<file path="config.mk">
export PLATFORM = sky130hd
export DESIGN_NAME = divisor_ctrl
export DESIGN_NICKNAME = d
export VERILOG_FILES = /design/src/rtl/divisor_pkg.sv /design/src/rtl/divisor_pulso_btn.sv /design/src/rtl/divisor_ctrl.sv
export SDC_FILE = /design/constraint.sdc
export NUM_CORES = 1
export LEC_CHECK = 0
export CORE_AREA = 2 2 55 57
export CTS_BUF_LIST = sky130_fd_sc_hd__clkbuf_16
export DETAILED_ROUTE_END_ITERATION = 7
export DIE_AREA = 0 0 57 59
export GPL_ROUTABILITY_DRIVEN = 1
export PLACE_DENSITY = 0.74
export SLEW_MARGIN = 20
export SYNTH_ARGS = -nofsm -noshare
export SYNTH_HDL_FRONTEND = slang
export SYNTH_SLANG_ARGS = --single-unit
</file>
<file path="constraint.sdc">
create_clock -name clk -period 2.81 [get_ports clk]
set_input_delay 0.281 -clock clk [delete_from_list [all_inputs] [get_ports clk]]
set_output_delay 0.281 -clock clk [all_outputs]
set_load 0.01 [all_outputs]
</file>
<file path="src/rtl/divisor_pkg.sv">
// Shared definitions for the divisor controller and its external datapath:
// data width, operand type and FSM state encodings.
package divisor_pkg;

   localparam int unsigned DATA_W = 4;

   typedef logic [DATA_W-1:0] data_t;

   typedef enum logic [2:0] {
      CARGA_NUM = 3'd0,
      CARGA_DEN = 3'd1,
      CALC      = 3'd2,
      VER_COC   = 3'd3,
      VER_RES   = 3'd4,
      ERROR     = 3'd5
   } state_t;

endpackage

</file>
<file path="src/rtl/divisor_pulso_btn.sv">
// Rising-edge detector for a synchronous button level: one-cycle pulse per press.
module pulso_btn (
   input  logic clk,
   input  logic rst,
   input  logic in,
   output logic pulse
);

   logic prev_q;
   logic prev_d;

   always_comb begin
      prev_d = in;
      pulse  = in & ~prev_q;
   end

   always_ff @(posedge clk or posedge rst) begin
      if (rst) prev_q <= 1'b0;
      else     prev_q <= prev_d;
   end

endmodule

</file>
<file path="src/rtl/divisor_ctrl.sv">
// Operand entry / result display controller for an external 4-bit divider:
// edit num and den with up/down, launch the divide, then step through quotient and remainder.
module divisor_ctrl
   import divisor_pkg::*;
(
   input  logic              clk,
   input  logic              rst,
   input  logic              up,
   input  logic              down,
   input  logic              ok,
   output logic [DATA_W-1:0] leds,
   output logic              err,
   output logic              div_start,
   output logic [DATA_W-1:0] div_num,
   output logic [DATA_W-1:0] div_den,
   input  logic              div_done,
   input  logic [DATA_W-1:0] div_quot,
   input  logic [DATA_W-1:0] div_rem,
   output logic [2:0]        state
);

   state_t state_q, state_d;
   data_t  num_q, num_d;
   data_t  den_q, den_d;
   data_t  quot_q, quot_d;
   data_t  rem_q, rem_d;
   logic   start_q, start_d;

   logic up_ev, down_ev, ok_ev;
   logic inc, dec;

   pulso_btn u_up   (.clk(clk), .rst(rst), .in(up),   .pulse(up_ev));
   pulso_btn u_down (.clk(clk), .rst(rst), .in(down), .pulse(down_ev));
   pulso_btn u_ok   (.clk(clk), .rst(rst), .in(ok),   .pulse(ok_ev));

   // Simultaneous up and down cancel each other out.
   assign inc = up_ev & ~down_ev;
   assign dec = down_ev & ~up_ev;

   always_comb begin
      state_d = state_q;
      num_d   = num_q;
      den_d   = den_q;
      quot_d  = quot_q;
      rem_d   = rem_q;
      start_d = 1'b0;
      case (state_q)
         CARGA_NUM: begin
            if (ok_ev)    state_d = CARGA_DEN;
            else if (inc) num_d   = num_q + data_t'(1);
            else if (dec) num_d   = num_q - data_t'(1);
         end
         CARGA_DEN: begin
            if (ok_ev) begin
               if (den_q != '0) begin
                  state_d = CALC;
                  start_d = 1'b1;
               end else begin
                  state_d = ERROR;
               end
            end
            else if (inc) den_d = den_q + data_t'(1);
            else if (dec) den_d = den_q - data_t'(1);
         end
         CALC: begin
            if (div_done) begin
               quot_d  = div_quot;
               rem_d   = div_rem;
               state_d = VER_COC;
            end
         end
         VER_COC: if (ok_ev) state_d = VER_RES;
         VER_RES: begin
            if (ok_ev) begin
               state_d = CARGA_NUM;
               num_d   = '0;
               den_d   = '0;
            end
         end
         ERROR:   if (ok_ev) state_d = CARGA_DEN;
         default: state_d = CARGA_NUM;
      endcase
   end

   always_comb begin
      leds = '0;
      case (state_q)
         CARGA_NUM: leds = num_q;
         CARGA_DEN: leds = den_q;
         VER_COC:   leds = quot_q;
         VER_RES:   leds = rem_q;
         default:   leds = '0;
      endcase
   end

   always_ff @(posedge clk or posedge rst) begin
      if (rst) begin
         state_q <= CARGA_NUM;
         num_q   <= '0;
         den_q   <= '0;
         quot_q  <= '0;
         rem_q   <= '0;
         start_q <= 1'b0;
      end else begin
         state_q <= state_d;
         num_q   <= num_d;
         den_q   <= den_d;
         quot_q  <= quot_d;
         rem_q   <= rem_d;
         start_q <= start_d;
      end
   end

   // Operands are frozen while in CALC since edits are only accepted in the load states.
   assign div_num   = num_q;
   assign div_den   = den_q;
   assign div_start = start_q;
   assign err       = (state_q == ERROR);
   assign state     = state_q;

endmodule
</file>
# [After elaboration in Yosys (flattened, before gate mapping)]
# Cells that the tools add are included.
# Widths: inputs -> output; s select.
[totals] ff_bits=23 latch_bits=0 ram_bits=0 rom_bits=0 output_inout_bits=17 wordCells=66 memories=0
[op_classes] addsub=4 mul=0 div_mod_pow=0 order_cmp=0 n_eq_ne=14 shifts=0 n_mux=20 bitwise_logic=10 reduce_logical=9
[op_table] operator="$mux 4" n=7
[op_table] operator="$mux 3" n=6
[op_table] operator="$pmux 4 s2" n=2
[op_table] operator="$pmux 4 s4" n=1
[op_table] operator="$pmux 3 s5" n=1
[op_table] operator="$ne 2x2->1 const B" n=6
[op_table] operator="$add 4x1->4 const B" n=2
[op_table] operator="$reduce_and 4->1" n=2
[op_table] operator="$sub 4x1->4 const B" n=2
[op_table] operator="$eq 3x2->1 const B" n=2
[op_table] operator="$eq 3x3->1 const B" n=2
[op_table] operator="$ne 3x3->1 const B" n=2
[op_table] operator="$and 1x1->1" n=5
[op_table] operator="$not 1->1" n=5
[op_table] operator="$reduce_and 5->1" n=1
[op_table] operator="$reduce_bool 2->1" n=2
[op_table] operator="$reduce_bool 4->1" n=1
[op_table] operator="$eq 3x1->1 const B" n=1
[op_table] operator="$logic_not 3->1" n=1
[op_table] operator="$mux 1" n=3
[op_table] operator="$ne 2x1->1 const B" n=1
[op_table] operator="$reduce_and 2->1" n=1
[op_table] operator="$reduce_or 2->1" n=1

# [Logic depth before layout (Yosys ltp)]
# Gate-level depths: netlist of the first run.
[logic_depth] ltp_word=8 mapped_depth=8

# [Hierarchy]
# From an unflattened synthesis of the first run, not the netlist that was laid out.
[unflattened] hier_cells=131 area_unflattened_um2=1320.0
[by_module_without_submodules] module="divisor_ctrl" n_inst=1 cells_per_inst=122 area_per_inst_um2=1192.4
[by_module_without_submodules] module="pulso_btn" n_inst=3 cells_per_inst=3 area_per_inst_um2=42.5

# [Least setup slack after synthesis of the first run]
# No wires, ideal clock.
[synth_timing] path_type="reg-to-reg" startpoint="register u_up.prev_q" endpoint="register num_q[3], in the netlist div_num[3]" arrival_time_ns=1.965 required_time_ns=2.686 setup_slack_ns=0.721 path_stages_with_launch=9 synth_period_minus_slack_ns=2.089 cell_sequence="dfrtp_1 > nor2b_1 > ha_1 > inv_1 > ha_1 > and3_1 > or3_1 > nor4bb_1 > a211o_1"
[synth_between] elab_chain_cells=6 elab_cells_between_ends=10 classes_between="1 x eq/ne; 3 x mux; 5 x bitwise; 1 x reduce/logical"
[synth_rtl] element="start, declared" line_no="divisor_pulso_btn.sv:9" source="logic prev_q;"
[synth_rtl] element="start signal, assigned" line_no="divisor_pulso_btn.sv:19" source="else prev_q <= prev_d;"
[synth_rtl] element="$not 1->1 (*)" line_no="divisor_pulso_btn.sv:14" source="pulse = in & ~prev_q;"
[synth_rtl] element="$and 1x1->1 (*)" line_no="divisor_pulso_btn.sv:14"
[synth_rtl] element="$and 1x1->1 or $not 1->1 (tied branches)" line_no="divisor_ctrl.sv:37, divisor_ctrl.sv:38"
[synth_rtl] element="$mux 4 or $and 1x1->1 (tied branches)" line_no="divisor_ctrl.sv:50, divisor_ctrl.sv:38"
[synth_rtl] element="$mux 4 or $ne 3x3->1 (tied branches)"
[synth_rtl] element="$pmux 4 s2 or $reduce_and 4->1 (tied branches)"
[synth_rtl] element="end signal, assigned" line_no="divisor_ctrl.sv:106" source="num_q <= num_d;"
[synth_rtl] element="end, declared" line_no="divisor_ctrl.sv:23" source="data_t num_q, num_d;"
# Mark *: on every way between the ends. The rest lies on a longest branch, timed or not. The select of a mux whose other input is x is not followed.
# A chain may end at the register's enable or synchronous reset.

# [Worst setup path in the final report of the first run]
[layout_timing] startpoint="input up" endpoint="register num_q[3], in the netlist div_num[3]"
[layout_between] elab_chain_cells=5 elab_cells_between_ends=9 classes_between="1 x eq/ne; 3 x mux; 4 x bitwise; 1 x reduce/logical"
[layout_rtl] element="start, declared" line_no="divisor_ctrl.sv:8" source="input logic up,"
[layout_rtl] element="$and 1x1->1 (*)" line_no="divisor_pulso_btn.sv:14"
[layout_rtl] element="$and 1x1->1 or $not 1->1 (tied branches)" line_no="divisor_ctrl.sv:37, divisor_ctrl.sv:38"
[layout_rtl] element="$mux 4 or $and 1x1->1 (tied branches)" line_no="divisor_ctrl.sv:50, divisor_ctrl.sv:38"
[layout_rtl] element="$mux 4 or $ne 3x3->1 (tied branches)"
[layout_rtl] element="$pmux 4 s2 or $reduce_and 4->1 (tied branches)"
# Marks and branches as above.

==> results of run 1 <==
==> logic make-up (layout without fill, tap and decap cells) <==
| group | after synthesis | in the layout | synth area share |
|---|---|---|---|
| AND/OR/NAND/NOR | 41 | 41 | 0.173 |
| adder cells (fa/ha/maj) | 7 | 7 | 0.0775 |
| multiplexers | 12 | 12 | 0.0983 |
| XOR/XNOR | 2 | 2 | 0.0132 |
| AO/OA/AOI/OAI | 34 | 34 | 0.160 |
| buffers and inverters | 13 | 43 | 0.0435 |
| flip-flops | 23 | 23 | 0.435 |
==> flip-flops by register name, summed over array words and instances (netlist names) <==
signal	count
div_den	4
div_num	4
div_start	1
quot_q	4
rem_q	4
state	3
u_down.prev_q	1
u_ok.prev_q	1
u_up.prev_q	1
==> worst paths after layout <==
check	endpoint	slack, ps	cells past startpoint
setup / recovery	div_num[3]$_DFFE_PP0P_	370	9
hold / removal	div_num[3]$_DFFE_PP0P_	490	2
setup reg to reg	div_num[3]$_DFFE_PP0P_	530	8
hold reg to reg	rem_q[1]$_DFFE_PP0P_	510	1
max in group asynchronous	state[1]$_DFFE_PP0P_	1790	2
min in group clk	u_up.prev_q$_DFF_PP0_	490	1
==> layer usage <==
layer  vias up  routed length (um)  track usage
li1        532                   -            -
met1       539                1310        0.230
met2        27                1310        0.292
met3         5                 135       0.0349
met4         0                  45       0.0864
met5         -                   0            0
==> power breakdown <==
part	total (mW)	internal [mW]	leakage [nW]	switching [mW]
Clock	0.308	0.191	0.0409	0.117
Combinational	0.923	0.513	0.424	0.410
Sequential	0.651	0.468	0.279	0.183
Total	1.88	1.17	0.744	0.709
==> final cells by class <==
| cell class | count | share of cell area |
|---|---|---|
| sequential | 23 | 0.334 |
| inverter | 8 | 0.0174 |
| tap | 31 | 0.0225 |
| clock inverter | 1 | 0.00290 |
| clock buffer | 3 | 0.0436 |
| multi-input combinational | 96 | 0.401 |
| timing repair buffer | 31 | 0.179 |
==> worst max-delay path: cells and delay by family <==
| family | cells | cell delay [ps] |
|---|---|---|
| AND/OR/NAND/NOR | 4 | 840 |
| AO/OA/AOI/OAI | 1 | 230 |
| adder cells (fa/ha/maj) | 2 | 620 |
| buffers and inverters | 2 | 620 |
==> cell usage in the layout (no fill, tap or decap), types with 5 or more instances in the layout <==
cell type	count
clkdlybuf4s50_1	30
dfrtp_1	23
o21ai_0	13
nor2_1	12
mux2_2	8
inv_1	8
a21oi_1	7
nand2_1	6
ha_1	5
==> metrics by stage <==
| stage | utilization | cells | total power [mW] |
|---|---|---|---|
| after floorplan | - | 132 | 1.18 |
| after global placement | 0.606 | 189 | 1.56 |
| after detailed placement | 0.606 | 189 | 1.57 |
| after CTS | 0.636 | 193 | 1.89 |
| after global routing | 0.636 | 193 | 2.03 |
| final | 0.636 | 193 | 1.88 |
==> results by group, run 1 <==
Outcome
  • Outcome: finished, final reports clean

Final layout
  • Area occupied by multi-input gates: 691 um^2
  • Area growth syn-to-layout: 30.2%
  • Layout cells sized above 1: 0.117
  • Total Nets Final: between 150 and 200
  • Post-route cell area: approximately 1700 um^2
  • ANT cells: 0
  • Register area: between 500 and 600 um^2
  • Filler cells: roughly 240

Setup path
  • CP Launch Point: up
  • Crit path capture type: register
  • WP data required: 2950 ps
  • Crit Path Category: input port to register
  • Crit path DAT: 2580 ps
  • Slowest-stage cell, CP: clkdlybuf4s50_1
  • Worst-path maximum fanout: 6
  • CP Cell Sequence: clkdlybuf4s50_1 > nor2b_1 > ha_1 > inv_1 > ha_1 > and3_1 > or3_1 > nor4bb_1 > a211o_1
  • Most used cell along the critical path: ha_1
  • CP peak stage delay: approximately 470 ps
  • CP startpoint kind: input port
  • FF-to-FF Start: u_up.prev_q$_DFF_PP0_

STA
  • Hold_ws: between 400 and 500 ps
  • Minimum clock period: 2440 ps
  • Crit share post-route: 0.868
  • Max-slew violation count: 0
  • Fmax: between 400 and 500 MHz
  • Worst slew margin: 0.433
  • Setup TNS: 0 ps
  • Worst slew pin tran: 850 ps
  • Worst Skew: around 2.6 ps
  • Setup violations, final: 0
  • Unrepaired setup endpoints after global routing: no
  • Final Hold Vio Count: 0
  • Setup ws final: 370 ps

CTS
  • H-tree levels: 1
  • Sink Count: 23
  • CTS tree: built
  • CTS Hold Buffers Added: 0
  • Clock Latency Late Sink: 260 ps
  • CTS max path bufs: 2
  • CTS resizes: 0
  • CTS Buf Count: 3
  • Clk root buf: clkbuf_16
  • Worst-path clk slew: around 60 ps
  • Post-CTS setup buffers: 0

Power and ir drop
  • VDD IR max: 847 uV
  • Power density over the cells: 1090 nW/um^2
  • Leak: 0.744 nW

Route
  • Antenna-violating nets left: 0
  • DRC: 0
  • Vias per cell: between 5 and 6
  • Vias: 1103
  • Drt total wl: 2800 um
  • DR iter-0 viols: 42
  • WL/cell: 14.5 um
  • Number of iterations in the first detailed-routing pass: 4

Synth
  • Count leader, synth: dfrtp_1
  • Leading cell types by total area after synthesis: dfrtp_1, mux2_2, o21ai_0, ha_1, nor2_1
  • Area fraction of the dominant cell type after synthesis: 0.435
  • Synthesized area: 1320 um^2
  • Yosys top cell by area: dfrtp_1
  • Syn Inst Count: between 100 and 150
  • Post-synth top cells: dfrtp_1, o21ai_0, nor2_1, inv_1, mux2_2
  • Seq/Total Area, Yosys: 0.435
  • Syn Nets: 153
  • Ys flop type: dfrtp_1
  • Number of enable flip-flop cells after synthesis: 0
  • Syn Area/Cell: ~10 um^2
  • Yosys Warn Count: 0
  • Post-synth ARST share: 1.00
  • FF+latch count, synth: 23
  • Netlist cell types: 38

Global routing
  • First-pass GRT wire length: 4660 um
  • Total gr overflow: 0
  • Total track usage: 0.179
  • Pin count of the biggest net entering global routing: 24
  • Vias in the first global route: 1067
  • Initial antenna violation count: 0

Floorplan
  • Area of the core: roughly 2700 um^2
  • Row cnt: 19
  • Die ar.: 3360 um^2
  • Initial Utilization: 0.488
  • I/O Pins: 31
  • Die Y: 59 um
  • Die extent in x: 57 um

Placement
  • Port bufs: 30
  • Dpl cell area: ~1600 um^2
  • Post-detail-place hpwl: 2070 um
  • RePlAce Congestion: 0.787
  • Dpl ws: 88.5 ps

Job
  • Max-Cap Viols: 0

Min path
  • Min-Delay Path Class: input port to async pin
Power figures use the tool's default switching activity.
==> run 2: changes to the inputs <==
==> constraint.sdc (replaced) <==
create_clock -name clk -period 2.81 [get_ports clk]
set_input_delay 0.562 -clock clk [delete_from_list [all_inputs] [get_ports clk]]
set_output_delay 0.562 -clock clk [all_outputs]
set_load 0.01 [all_outputs]
==> run 2 against run 1 <==
  * Design area up 1.3%
  * Count of clock-buffer cells in the layout unchanged
  * Maximum frequency down 6.0%
  * Worst setup slack worse by 160 ps
  * Largest power group unchanged
==> results by group, run 2 (synthesis results as in run 1) <==
Outcome
  • Outcome: finished, final reports clean

Setup path
  • Reg2reg end: div_num[3]$_DFFE_PP0P_
  • Reg2Reg Depth: 8 (unchanged)
  • R2R setup slack: 750 ps (+220 ps)
  • Slowest-stage cell, CP: dfrtp_1
  • Worst-path maximum fanout: 16 (+10)
  • Crit path DAT: 2040 ps (-540 ps)
  • Crit Path Category: register to primary output
  • CP peak stage delay: 690 ps (+220 ps)
  • CP bufs+invs: 1 (-1)
  • CP startpoint kind: register
  • CP Cell Sequence: mux2i_1 > nor2_1 > a21oi_1 > o21ai_0 > clkdlybuf4s50_1
  • Cell family with most CP delay: flip-flops
  • Crit path capture type: primary output
  • CP Depth: 5 (-4)
  • WP data required: 2250 ps (-700 ps)
  • FF-to-FF Start: u_up.prev_q$_DFF_PP0_

CTS
  • CTS max path bufs: 2 (unchanged)
  • Clk root buf: clkbuf_16
  • Worst-path clk slew: 60 ps (about the same)
  • Sink Count: 23 (unchanged)
  • H-tree levels: 1 (unchanged)
  • CTS Hold Buffers Added: 0 (unchanged)
  • Post-CTS setup buffers: 0 (unchanged)
  • Clock Latency Late Sink: 250 ps (about the same)
  • CTS Buf Count: 3 (unchanged)
  • CTS tree: built
  • CTS resizes: 0 (unchanged)

Route
  • WL/cell: 15.9 um (+9.1%)
  • Vias: 1118 (+1.4%)
  • Vias per cell: 5.70 (-0.19%)
  • DR iter-0 viols: 47 (+12%)
  • Antenna-violating nets left: 0 (unchanged)
  • Number of iterations in the first detailed-routing pass: 4 (unchanged)
  • Drt total wl: 3110 um (+11%)
  • DRC: 0 (unchanged)

Placement
  • RePlAce Congestion: 0.800 (+1.6%)
  • Dpl ws: 36.5 ps (-52.0 ps)
  • Post-detail-place hpwl: 2340 um (+13%)
  • Port bufs: 30 (unchanged)

Final layout
  • Total Nets Final: 187 (+1.6%)
  • Commonest cells after routing, fill and taps aside: clkdlybuf4s50_1, dfrtp_1, o21ai_0
  • Layout cells sized above 1: 0.133 (+0.0160)
  • ANT cells: 0 (unchanged)
  • Commonest non-fill, non-tap cell in the layout: clkdlybuf4s50_1
  • Area growth syn-to-layout: 31.9%

Global routing
  • Total gr overflow: 0 (unchanged)
  • Vias in the first global route: 1169 (+9.6%)
  • Pin count of the biggest net entering global routing: 24 (unchanged)
  • Initial antenna violation count: 0 (unchanged)
  • First-pass GRT wire length: 5270 um (+13%)
  • Total track usage: 0.201 (+0.0222)

STA
  • Worst slew margin: 0.414 (-0.0194)
  • Fmax: 385 MHz (-6.0%)
  • Setup ws final: 213 ps (-157 ps)
  • Worst slew pin tran: 879 ps (+29.1 ps)
  • Setup violations, final: 0 (unchanged)
  • Max-slew violation count: 0 (unchanged)
  • Crit share post-route: 0.924 (+0.0558)
  • Setup TNS: 0 ps (unchanged)
  • Final Hold Vio Count: 0 (unchanged)
  • Minimum clock period: 2600 ps (+157 ps)
  • Worst Skew: 2.30 ps (-0.335 ps)
  • Unrepaired setup endpoints after global routing: no

Power and ir drop
  • VDD IR max: 711 uV (-16%)
  • Leak: 0.759 nW (+2.0%)
  • Power density over the cells: 1090 nW/um^2 (-0.19%)

Job
  • Max-Cap Viols: 0 (unchanged)

Floorplan
  • I/O Pins: 31 (unchanged)
  • Die ar.: 3360 um^2 (unchanged)
  • Die extent in x: 57 um (unchanged)
  • Initial Utilization: 0.488 (unchanged)
  • Area of the core: 2710 um^2 (unchanged)
  • Die Y: 59 um (unchanged)
  • Row cnt: 19 (unchanged)

Min path
  • Hold endpoint: quot_q[0]$_DFFE_PP0P_
  • Hold Crit Depth: 1
  • Min-Delay Path Class: register to register
  • HP Start: quot_q[0]$_DFFE_PP0P_
## run 2: changes by cell type in the layout (fill, tap and decap cells not counted)
cell	previous run	this run
buf_4	1	4
## run 2: cell type report
cell class                      instances  area [um^2]
Multi-Input combinational cell         96          691
Timing Repair Buffer                   34          330
Clock buffer                            3         75.1
Sequential cell                        23          576
Inverter                                8         30.0
Fill cell                             221          965
Tap cell                               31         38.8
Clock inverter                          1         5.00
## run 2: worst max path at each step
stage | end | slack, ps | startpoint
floorplan | div_num[3]$_DFFE_PP0P_ | 490 | up
global route | leds[1] | 60 | state[0]$_DFFE_PP0P_
CTS | leds[1] | 230 | state[0]$_DFFE_PP0P_
global placement | div_num[3]$_DFFE_PP0P_ | 110 | up
detailed placement | div_num[3]$_DFFE_PP0P_ | 40 | up
finish | leds[1] | 210 | state[0]$_DFFE_PP0P_
## run 2: metal layers
| layer | share of wire | global-route usage |
|---|---|---|
| met1 | 0.45 | 0.267 |
| met2 | 0.50 | 0.342 |
| met3 | 0.038 | 0.0306 |
| met4 | 0.0087 | 0.0631 |
| met5 | 0 | 0 |
## run 2: per-stage QoR
step	hold slack (ps)	cells	utilization	cell area (um^2)	power, mW
floorplan	480	132	-	1320	1.18
global placement	494	192	0.614	1670	1.56
detailed placement	506	192	0.614	1670	1.59
CTS	519	196	0.644	1750	1.91
global route	540	196	0.644	1750	2.04
finish	514	196	0.644	1750	1.90
## run 2: power breakdown
part	leakage [nW]	total, mW	switching [mW]	internal (mW)
clock network	0.0409	0.307	0.116	0.191
registers	0.279	0.641	0.173	0.468
logic	0.439	0.954	0.435	0.520
## run 2: worst register-to-register path, cell delays in order (launching register included)
cell and delay (ps):
dfrtp_1 370, nor2b_1 120, ha_1 170, inv_1 70, ha_1 310, and3_1 190, or3_1 360, nor4bb_1 140
a211o_1 220
